$ cat config.mk
export PLATFORM = sky130hd
export DESIGN_NAME = csi_2_rx_byte_aligner
export DESIGN_NICKNAME = d
export VERILOG_FILES = /design/src/rtl/csi_2_rx_byte_aligner.sv
export SDC_FILE = /design/constraint.sdc
export NUM_CORES = 1
export LEC_CHECK = 0
export BUFFER_PORTS_ARGS = -buffer_cell sky130_fd_sc_hd__buf_2
export CORE_MARGIN = 1.5
export CORE_UTILIZATION = 40
export CTS_CLUSTER_DIAMETER = 150
export CTS_CLUSTER_SIZE = 25
export DETAILED_ROUTE_END_ITERATION = 6
export HOLD_SLACK_MARGIN = 0.1
export SLEW_MARGIN = 0
export SYNTH_ARGS = -nofsm -noshare
export SYNTH_HDL_FRONTEND = slang
export SYNTH_SLANG_ARGS = --single-unit
$ cat constraint.sdc
create_clock -name RxByteClkHS -period 2.2 [get_ports RxByteClkHS]
set_input_delay 0.44 -clock RxByteClkHS [delete_from_list [all_inputs] [get_ports RxByteClkHS]]
set_output_delay 0.44 -clock RxByteClkHS [all_outputs]
set_load 0.1 [all_outputs]
$ cat src/rtl/csi_2_rx_byte_aligner.sv
// CSI-2 D-PHY HS byte aligner: hunts a 16-bit sliding window for the leader sync byte,
// then emits payload bytes re-aligned to the bit offset where sync was found.
module csi_2_rx_byte_aligner #(
    parameter logic [7:0]  SYNC_WORD  = 8'hB8,
    parameter int unsigned HUNT_LIMIT = 32
) (
    input  logic       RxByteClkHS,
    input  logic       ResetN,
    input  logic       Shutdown,
    input  logic       RxActiveIn,
    input  logic       RawValid,
    input  logic [7:0] RawByte,
    output logic [7:0] RxByteHS,
    output logic       RxValidHS,
    output logic       RxSyncHS,
    output logic       RxActiveHS,
    output logic       ErrSotHS,
    output logic       ErrSotSyncHS
);

    typedef enum logic [1:0] {StIdle, StHunt, StLocked, StWaitEnd} alignStateT;

    alignStateT  state;
    logic [7:0]  prevByte;
    logic [2:0]  offset;
    logic [7:0]  huntCnt;

    logic [15:0] window;
    logic [7:0]  alignedByte;
    logic [7:0]  diff;
    logic        exactHit;
    logic [2:0]  exactK;
    logic        errHit;
    logic [2:0]  errK;
    logic [7:0]  huntCntInc;
    logic        huntExpired;

    // PrevByte holds the earlier byte, so its bits are the older (lower) half of the window.
    assign window      = {RawByte, prevByte};
    assign alignedByte = window[offset +: 8];

    // Scan high-to-low so the lowest matching offset is the one left standing.
    always_comb begin
        exactHit = 1'b0;
        exactK   = 3'd0;
        errHit   = 1'b0;
        errK     = 3'd0;
        diff     = 8'h00;
        for (int k = 7; k >= 0; k--) begin
            diff = window[k +: 8] ^ SYNC_WORD;
            if (diff == 8'h00) begin
                exactHit = 1'b1;
                exactK   = 3'(k);
            end
            if ((diff != 8'h00) && ((diff & (diff - 8'd1)) == 8'h00)) begin
                errHit = 1'b1;
                errK   = 3'(k);
            end
        end
    end

    assign huntCntInc  = (huntCnt == 8'hFF) ? huntCnt : huntCnt + 8'd1;
    assign huntExpired = ({24'd0, huntCntInc} >= HUNT_LIMIT);

    always_ff @(posedge RxByteClkHS or negedge ResetN) begin
        if (!ResetN) begin
            state        <= StIdle;
            prevByte     <= 8'h00;
            offset       <= 3'd0;
            huntCnt      <= 8'h00;
            RxByteHS     <= 8'h00;
            RxValidHS    <= 1'b0;
            RxSyncHS     <= 1'b0;
            RxActiveHS   <= 1'b0;
            ErrSotHS     <= 1'b0;
            ErrSotSyncHS <= 1'b0;
        end else if (Shutdown) begin
            state        <= StIdle;
            prevByte     <= 8'h00;
            offset       <= 3'd0;
            huntCnt      <= 8'h00;
            RxByteHS     <= 8'h00;
            RxValidHS    <= 1'b0;
            RxSyncHS     <= 1'b0;
            RxActiveHS   <= 1'b0;
            ErrSotHS     <= 1'b0;
            ErrSotSyncHS <= 1'b0;
        end else begin
            RxValidHS    <= 1'b0;
            RxSyncHS     <= 1'b0;
            ErrSotHS     <= 1'b0;
            ErrSotSyncHS <= 1'b0;
            unique case (state)
                StIdle: begin
                    RxActiveHS <= 1'b0;
                    if (RxActiveIn) begin
                        state    <= StHunt;
                        huntCnt  <= 8'h00;
                        prevByte <= 8'h00;
                    end
                end
                StHunt: begin
                    if (!RxActiveIn) begin
                        state      <= StIdle;
                        RxActiveHS <= 1'b0;
                    end else if (RawValid) begin
                        prevByte <= RawByte;
                        if (exactHit) begin
                            offset     <= exactK;
                            state      <= StLocked;
                            RxSyncHS   <= 1'b1;
                            RxActiveHS <= 1'b1;
                        end else if (errHit) begin
                            offset     <= errK;
                            state      <= StLocked;
                            RxSyncHS   <= 1'b1;
                            ErrSotHS   <= 1'b1;
                            RxActiveHS <= 1'b1;
                        end else begin
                            huntCnt <= huntCntInc;
                            if (huntExpired) begin
                                state        <= StWaitEnd;
                                ErrSotSyncHS <= 1'b1;
                            end
                        end
                    end
                end
                StLocked: begin
                    // A byte arriving with RxActiveIn low belongs to no burst and is dropped.
                    if (!RxActiveIn) begin
                        state      <= StIdle;
                        RxActiveHS <= 1'b0;
                    end else if (RawValid) begin
                        prevByte  <= RawByte;
                        RxByteHS  <= alignedByte;
                        RxValidHS <= 1'b1;
                    end
                end
                StWaitEnd: begin
                    if (!RxActiveIn) begin
                        state <= StIdle;
                    end
                end
                default: begin
                    state      <= StIdle;
                    RxActiveHS <= 1'b0;
                end
            endcase
        end
    end

endmodule

==> results.py <==
metrics = {
    "outcome": {
        "outcome": "finished, violations left",
        "violations": "negative setup slack",
    },
    "global_routing": {
        "antenna_found_initial": 0,
        "overflow": 0,
        "first_global_vias": 2840,
        "track_usage_pct": 20.9,
        "grt_pass1_wl_um": 14000,
        "grt_max_degree": 35,
    },
    "setup_path": {
        "worstSetupEndpointType": "flip-flop",
        "r2r_cells": 9,
        "critPathMaxFanout": 22,
        "crit_type": "reg -> reg",
        "rr_endpoint": "huntCnt[4]",
        "r2r_slack_ps": -100,
        "r2r-start": "prevByte[7]",
        "crit_required_ps": 2380,
        "start_kind": "flip-flop",
        "crit_arrival_ps": 2480,
    },
    "detailed_routing": {
        "route.detailed.drc": 0,
        "routed_via_density": 5.58,
        "ant_nets": 0,
        "met1_length_um": 4190,
        "met3WireLength_um": 345,
        "vias": 3076,
        "dr.pass1.iters": 4,
        "wl_per_cell_um": 15.5,
        "drtIter0Drc": 166,
        "drt-total-wl_um": 8520,
        "wl_met2_um": 3880,
        "top_layer": "met4",
    },
    "sta": {
        "drv_slew": 0,
        "fin_skew_ps": 6.33,
        "hold_viol_final": 0,
        "setup_ws_ps": -103,
        "rsz0062_at_grt": "yes",
        "slew_headroom_pct": 47.0,
        "setup_violations": 15,
        "worst_pin_slew_ps": 796,
        "max_freq_mhz": 434,
        "fin_crit_ps": 2300,
        "timing.final.crit_share_pct": 105,
    },
    "cells_and_area": {
        "nets": 470,
        "syn2layout_area_growth_pct": 28.6,
        "antenna_cells": 0,
        "postLayoutCellArea_um2": 4000,
        "drive_gt1_share_pct": 34.7,
    },
    "flow_run": {
        "maxCapViolations": 0,
    },
    "power_and_ir_drop": {
        "ir_worst_vdd_mv": 0.501,
        "leakage_nw": 1.75,
        "pwr_density_cell_nw_per_um2": 714,
        "totalPowerFinal_mw": 2.86,
    },
    "yosys": {
        "async_flop_share_pct": 100,
        "synth-edff-count": 0,
        "syn_area_per_cell_um2": 8.44,
        "synth.distinct_cells": 75,
        "synthFlopType": "dfrtp_1",
        "synthCells": 369,
        "seq_area_frac_synth_pct": 27.3,
        "ys_ff_latch": 34,
        "syn_area_um2": 3110,
        "syn_nets": 387,
        "yosys_warnings": 0,
    },
    "die": {
        "dieArea_um2": 8320,
        "rows": 31,
        "coreArea_um2": 7410,
        "die_height_um": 91.2,
        "ios": 26,
        "fp.dieW_um": 91.2,
        "start_util_pct": 42.0,
    },
    "clocking": {
        "htreeDepth": 2,
        "clk_path_buf_depth": 2,
        "numClockSinks": 34,
        "cts_tree": "done",
        "path_clk_slew_ps": 70,
        "root_buffer": "clkbuf_8",
        "cts_made_buffers": 5,
        "clk_latency_ps": 290,
    },
    "placement": {
        "placed_area_um2": 3770,
        "portBuffers": 25,
        "dp_hpwl_um": 6390,
        "gp_congestion": 0.908,
    },
    "hold_path": {
        "hold_class": "in -> async",
    },
}
timing repair:
action / CTS / global route
resized for setup: 10 / 5
setup buffers: 8 / 1
endpoints found under the setup margin: 17 / 17
hold buffers: 0 / 0
pin swaps: 1 / 4
synthesized netlist by cell type (all sizes together) (9+ instances only):
cell type / instances / share of area (%)
buf: 21 / 4.7
dfrtp: 34 / 27
nor3: 10 / 2.1
nand2: 46 / 5.5
clkbuf: 9 / 1.1
nand3: 25 / 4.0
inv: 10 / 1.2
o21ai: 37 / 6.2
a21oi: 15 / 2.5
nor2: 29 / 3.7
mux2i: 17 / 5.5
nand2b: 10 / 2.3
sequential cells by signal, summed over array words and instances, names as in the netlist:
register / count
RxValidHS: 1
RxActiveHS: 1
offset: 3
ErrSotHS: 1
RxSyncHS: 1
state: 2
RxByteHS: 8
prevByte: 8
huntCnt: 8
ErrSotSyncHS: 1
routing by layer:
| layer | up-vias | track usage [%] |
|---|---|---|
| li1 | 1521 | - |
| met1 | 1467 | 31.2 |
| met2 | 78 | 31.8 |
| met3 | 10 | 2.60 |
| met4 | 0 | 5.21 |
| met5 | - | 0 |
layout by cell type (no fill, tap or decap), drive strengths merged, types with 15 or more instances in the layout:
cell and count:
dfrtp 34, nor2 29, nand2 46, o21ai 37
a21oi 15, buf 106, nand3 25, mux2i 17
worst max path at each step:
stage,end,depth (start not counted),slack [ps],start
finish,huntCnt[4],9,-100,prevByte[7]
CTS,huntCnt[5],9,-100,prevByte[5]
floorplan,RxActiveHS,10,-70,RawByte[0]
detailed placement,huntCnt[5],10,-260,RawByte[0]
global route,huntCnt[4],9,-240,prevByte[5]
global placement,state[0],10,-260,RawByte[0]
logic make-up (layout without fill, tap and decap cells):
group	after synthesis	after routing	share of synthesized area [%]
adders and majority gates	5	5	2.01
and+or+nand+nor	167	167	30.9
buffers and inverters	40	123	6.95
DFF	34	34	27.3
AOI/OAI and AO/OA	94	94	20.3
muxes	26	26	11.6
xor gates and xnor gates	3	3	0.844
critical path, cell delays in order (launching register included):
cell      delay [ps]
dfrtp_2          470
nor4b_4          290
xnor2_1          150
o21ai_1          100
o31ai_2          240
nand4_1          220
nor3_4           250
buf_12           180
nand4b_1         130
mux2i_1          150
layout make-up:
type / count / area [µm²]
repair buffers: 106 / 771
flip-flops and latches: 34 / 857
multi-input cells: 295 / 2100
well taps: 99 / 124
clock inverters: 1 / 30.0
clock buffers: 6 / 82.6
fillers: 704 / 3400
inverters: 10 / 37.5
through the flow:
stage                     setup slack, ps  std cells  hold slack [ps]  utilization, %  TNS [ps]
after floorplan                     -69.9        369              144               -      -457
after global placement               -257        535              459            50.9     -3000
after detailed placement             -264        535              465            50.9     -2940
after CTS                            -105        550              252            53.7      -696
after global routing                 -243        551              290            54.0     -2940
final                                -103        551              225            54.0      -934
report_power, final:
group	total (mW)	internal, mW	switching [mW]
Sequential	0.804	0.688	0.116
Combinational	1.45	0.693	0.761
Clock	0.601	0.363	0.239
No activity file was read; power rests on OpenSTA's default activity.
